==> src/rtl/regfile_fifo_ctrl_pkg.sv <==
// Shared widths and handshake types for the regfile-backed FIFO controller.
// Defines `A_WIDTH, `D_WIDTH, `FIFO_DEPTH; optional feature macro: FIFO_LEVEL_EN.
`ifndef REGFILE_FIFO_DEFINES
`define REGFILE_FIFO_DEFINES
`ifndef A_WIDTH
`define A_WIDTH 2
`endif
`ifndef D_WIDTH
`define D_WIDTH 32
`endif
`define FIFO_DEPTH (2**`A_WIDTH)
`endif

package regfile_fifo_ctrl_pkg;
  localparam int AF_LVL_DEF = 3;

  typedef struct packed {
    logic push;
    logic pop;
  } fifo_hs_t;

  typedef struct packed {
    logic full;
    logic empty;
  } fifo_stat_t;
endpackage

==> src/rtl/regfile_fifo_ctrl_fifo_ptr.sv <==
// Wrapping A_WIDTH-bit FIFO pointer; overflow wraps naturally at 2**W.
module fifo_ptr #(
  parameter int W = 2
) (
  input  logic         Clk,
  input  logic         Rst,
  input  logic         inc,
  output logic [W-1:0] ptr
);
  always_ff @(posedge Clk) begin
    if (Rst)      ptr <= '0;
    else if (inc) ptr <= ptr + W'(1);
  end
endmodule

==> src/rtl/regfile_fifo_ctrl.sv <==
// FIFO controller using an external register file as storage; owns pointers, count and handshake.
// FIFO_LEVEL_EN adds registered Level and Almost_Full outputs.
module regfile_fifo_ctrl
  import regfile_fifo_ctrl_pkg::*;
#(
  parameter int A_WIDTH = `A_WIDTH,
  parameter int D_WIDTH = `D_WIDTH,
  parameter int AF_LVL  = AF_LVL_DEF
) (
  input  logic               Clk,
  input  logic               Rst,
  input  logic               In_Valid,
  output logic               In_Ready,
  input  logic [D_WIDTH-1:0] In_Data,
  output logic               Out_Valid,
  input  logic               Out_Ready,
  output logic [D_WIDTH-1:0] Out_Data,
  output logic [A_WIDTH-1:0] R_Addr,
  output logic               R_en,
  input  logic [D_WIDTH-1:0] R_Data,
  output logic [A_WIDTH-1:0] W_Addr,
  output logic               W_en,
  output logic [D_WIDTH-1:0] W_Data
`ifdef FIFO_LEVEL_EN
  ,
  output logic [A_WIDTH:0]   Level,
  output logic               Almost_Full
`endif
);
  localparam logic [A_WIDTH:0] DEPTH = (A_WIDTH+1)'(2**A_WIDTH);

  logic [A_WIDTH:0] count, count_nxt;
  fifo_stat_t       stat;
  fifo_hs_t         hs;

  // Status comes only from registered count, so ready/valid never see the opposite side's inputs.
  always_comb begin
    stat.full  = (count == DEPTH);
    stat.empty = (count == '0);
    In_Ready   = !stat.full && !Rst;
    Out_Valid  = !stat.empty && !Rst;
    hs.push    = In_Valid && In_Ready;
    hs.pop     = Out_Valid && Out_Ready;
  end

  assign W_en     = hs.push;
  assign W_Data   = In_Data;
  assign R_en     = Out_Valid;
  assign Out_Data = R_Data;

  fifo_ptr #(.W(A_WIDTH)) u_wr_ptr (.Clk(Clk), .Rst(Rst), .inc(hs.push), .ptr(W_Addr));
  fifo_ptr #(.W(A_WIDTH)) u_rd_ptr (.Clk(Clk), .Rst(Rst), .inc(hs.pop),  .ptr(R_Addr));

  always_comb begin
    count_nxt = count;
    case ({hs.push, hs.pop})
      2'b10:   count_nxt = count + 1'b1;
      2'b01:   count_nxt = count - 1'b1;
      default: count_nxt = count;
    endcase
  end

  always_ff @(posedge Clk) begin
    if (Rst) count <= '0;
    else     count <= count_nxt;
  end

`ifdef FIFO_LEVEL_EN
  localparam logic [A_WIDTH:0] AF_TH = (A_WIDTH+1)'(AF_LVL);

  // Registered from count_nxt so both track count with no lag.
  always_ff @(posedge Clk) begin
    if (Rst) begin
      Level       <= '0;
      Almost_Full <= 1'b0;
    end else begin
      Level       <= count_nxt;
      Almost_Full <= (count_nxt >= AF_TH);
    end
  end
`endif
endmodule
==> config.mk <==
export PLATFORM = sky130hd
export DESIGN_NAME = regfile_fifo_ctrl
export DESIGN_NICKNAME = d
export VERILOG_FILES = /design/src/rtl/regfile_fifo_ctrl_pkg.sv /design/src/rtl/regfile_fifo_ctrl_fifo_ptr.sv /design/src/rtl/regfile_fifo_ctrl.sv
export SDC_FILE = /design/constraint.sdc
export NUM_CORES = 1
export LEC_CHECK = 0
export ABC_AREA = 1
export ABC_CLOCK_PERIOD_IN_PS = 2000
export BUFFER_PORTS_ARGS = -buffer_cell sky130_fd_sc_hd__buf_2
export CORE_MARGIN = 8
export CORE_UTILIZATION = 29
export CTS_CLUSTER_DIAMETER = 40
export DETAILED_ROUTE_END_ITERATION = 6
export HOLD_SLACK_MARGIN = 0.1
export PLACE_DENSITY = 0.9
export SLEW_MARGIN = 40
export SYNTH_ARGS = -nofsm -noshare
export SYNTH_HDL_FRONTEND = slang
export SYNTH_SLANG_ARGS = --single-unit
export TNS_END_PERCENT = 20
==> constraint.sdc <==
create_clock -name Clk -period 2 [get_ports Clk]
set_input_delay 0.4 -clock Clk [delete_from_list [all_inputs] [get_ports Clk]]
set_output_delay 0.4 -clock Clk [all_outputs]
set_load 0.02 [all_outputs]
==> out/qor.yml <==
worst_setup_path:
  startpoint_type: "flip-flop"
  cp_common_cell: "inv_1"
  end_kind: "flip-flop"
  crit_fanout: 4
  crit_slowest_cell: "dfxtp_1"
  cp.arrival_ns: 1.90
  worstPathRequired_ns: 2.16
  criticalPathCategory: "reg2reg"
  max_stage_delay_ns: 0.41
  cp_cell_sequence: "nor2_4 -> nand2_2 -> nand3_1 -> inv_1 -> ha_1 -> inv_1 -> fa_1 -> inv_1 -> nand2_1 -> nand3_1 -> nand2_1 -> inv_1 -> nor2_1"
hold_path:
  min-delay-path-class: "in2reg"
timing:
  rsz0062_at_grt: "no"
  worstMarginPinSlew_ns: 0.183
  timing.fmax_ghz: 0.576
  hold_viol: 0
  slew_violations: 0
  finClkSkew_ns: 0.00544
  fin_hold_ws_ns: 0.441
  setup_violations: 0
  relSlewSlack_pct: 87.8
  finalSetupTns_ns: 0
  fin_crit_sh_pct: 86.8
  fin_crit_ns: 1.74
floorplan:
  die_h_um: 71.7
  rows: 20
  core_um2: 3000
  die_w_um: 71.7
  pin_count: 140
  dieArea_um2: 5140
  initial_core_util_pct: 30.0
pwr:
  p_leak_nw: 0.290
  ir_drop_mv: 0.293
  power_density_nw_per_um2: 753
drt:
  drc: 0
  drt_iter0_drc: 8
  vias: 460
  wl_per_cell_um: 12.7
  routed_wl_um: 1380
  viasPerCell: 4.26
  ant_nets: 0
  firstDrtPassIters: 4
global_routing:
  antenna_found_initial: 0
  grt-busiest-layer: "met4"
  overflow: 0
  grt_pass1_wl_um: 2130
  grt_max_degree: 7
  grt_usage_pct: 5.64
  grt_use_met1_pct: 4.39
  grt_pass1_vias: 469
  met3_usage_pct: 5.30
  use_met2_pct: 4.96
yosys:
  ys.warnings.count: 0
  ys_ff_latch: 7
  syn_avg_cell_area_um2: 7.25
  synth_cells: 124
  synth_area_um2: 900
  syn_nets: 194
  ys_types: 17
  ys_seq_area_share_pct: 15.6
place:
  gp_congestion: 0.736
  port_buffers: 11
  dpl.hpwl_um: 1090
clocking:
  cts_tree: "yes"
  cts_resized: 0
  cts-root-buf: "clkbuf_4"
  numCtsBuffers: 3
  htree_levels: 1
  cts_buffer_depth: 2
  cts-hold-fix-buffers: 0
  clkTransAtPathRegs_ns: 0.06
  clock_sinks: 7
  clkLatencyLatePin_ns: 0.26
  cts_setup_buffers: 0
finish:
  fillers: 350
  n_antenna_cell: 0
  drive_gt1_share_pct: 33.3
  areaGrowthSynthToFinish_pct: -39.8
  nNetsFinal: 146
run_status:
  outcome: "complete, no violations"
job:
  maxCapViolCount: 0
[metrics by stage]
stage / total power [W] / std cells / util [%] / setup WS [ns] / cell area [µm²]
after floorplan: 0.000437 / 124 / - / 0.319 / 900
after CTS: 0.000413 / 108 / 18.0 / 0.246 / 542
after global placement: 0.000275 / 104 / 17.2 / 0.197 / 515
final: 0.000408 / 108 / 18.0 / 0.264 / 542
after detailed placement: 0.000278 / 104 / 17.2 / 0.160 / 515
after global routing: 0.000438 / 108 / 18.0 / 0.0586 / 542
[Yosys cell counts, drive strengths merged]
| library cell | count | area [µm²] |
|---|---|---|
| fa | 1 | 20.0 |
| nor2 | 6 | 32.5 |
| a21oi | 6 | 37.5 |
| nand4 | 1 | 6.26 |
| inv | 15 | 56.3 |
| nand2 | 16 | 72.6 |
| nand3 | 3 | 20.0 |
| ha | 1 | 12.5 |
| dfxtp | 7 | 140 |
| clkinv | 1 | 3.75 |
| o21ai | 2 | 10.0 |
| buf | 65 | 488 |
[sequential cells by signal, indices dropped and copies added (netlist names)]
name,count
count,3
u_rd_ptr.ptr,2
u_wr_ptr.ptr,2
[placed cells by master, fill, tap and decap left out, drive strengths merged]
cell type | Yosys | routed
a21oi | 6 | 6
buf | 65 | 12
clkbuf | 0 | 4
clkinv | 1 | 1
dfxtp | 7 | 7
fa | 1 | 1
ha | 1 | 1
inv | 15 | 15
nand2 | 16 | 16
nand3 | 3 | 3
nand4 | 1 | 1
nor2 | 6 | 6
o21ai | 2 | 2
[cell families after synthesis]
logic type               Yosys count  synth area share, %
adder cells (fa/ha/maj)            2                 3.62
AND/OR/NAND/NOR                   26                 14.6
buffers and inverters             81                 60.9
AO/OA/AOI/OAI                      8                 5.29
flip-flops                         7                 15.6
[final timing paths]
path	slack, ns	cells after the start	to	startpoint
max	0.26	13	count[2]	count[0]
min	0.44	3	u_wr_ptr.ptr[0]	In_Valid
max reg2reg	0.26	13	count[2]	count[0]
min reg2reg	0.47	2	u_wr_ptr.ptr[0]	u_wr_ptr.ptr[0]
[where the power goes]
| part | total (W) | switching (W) | internal (W) | leakage [nW] |
|---|---|---|---|---|
| Sequential | 0.000164 | 0.0000119 | 0.000152 | 0.0573 |
| Clock | 0.000135 | 0.0000585 | 0.0000765 | 0.0150 |
| Combinational | 0.000109 | 0.0000705 | 0.0000386 | 0.218 |
| Total | 0.000408 | 0.000141 | 0.000267 | 0.290 |
[layer usage]
layer  wire, µm  vias up
met3        283       36
li1           -      206
met4        201        0
met5          0        -
met1        415      161
met2        474       57
[critical path: cells and delay by family, from the launching register on]
family,cells,cell delay [ns]
adder cells (fa/ha/maj),2,0.53
AND/OR/NAND/NOR,7,0.44
flip-flops,1,0.41
buffers and inverters,4,0.24
[cell type report]
class | count | area (µm²) | share of cell area, %
Inverter | 16 | 60.1 | 11.1
Tap cell | 33 | 41.3 | 7.62
Sequential cell | 7 | 140 | 25.9
Clock buffer | 4 | 26.3 | 4.85
Multi-Input combinational cell | 36 | 211 | 39.0
Timing Repair Buffer | 12 | 62.6 | 11.5
Note: power is estimated with default switching activity, not from simulation.
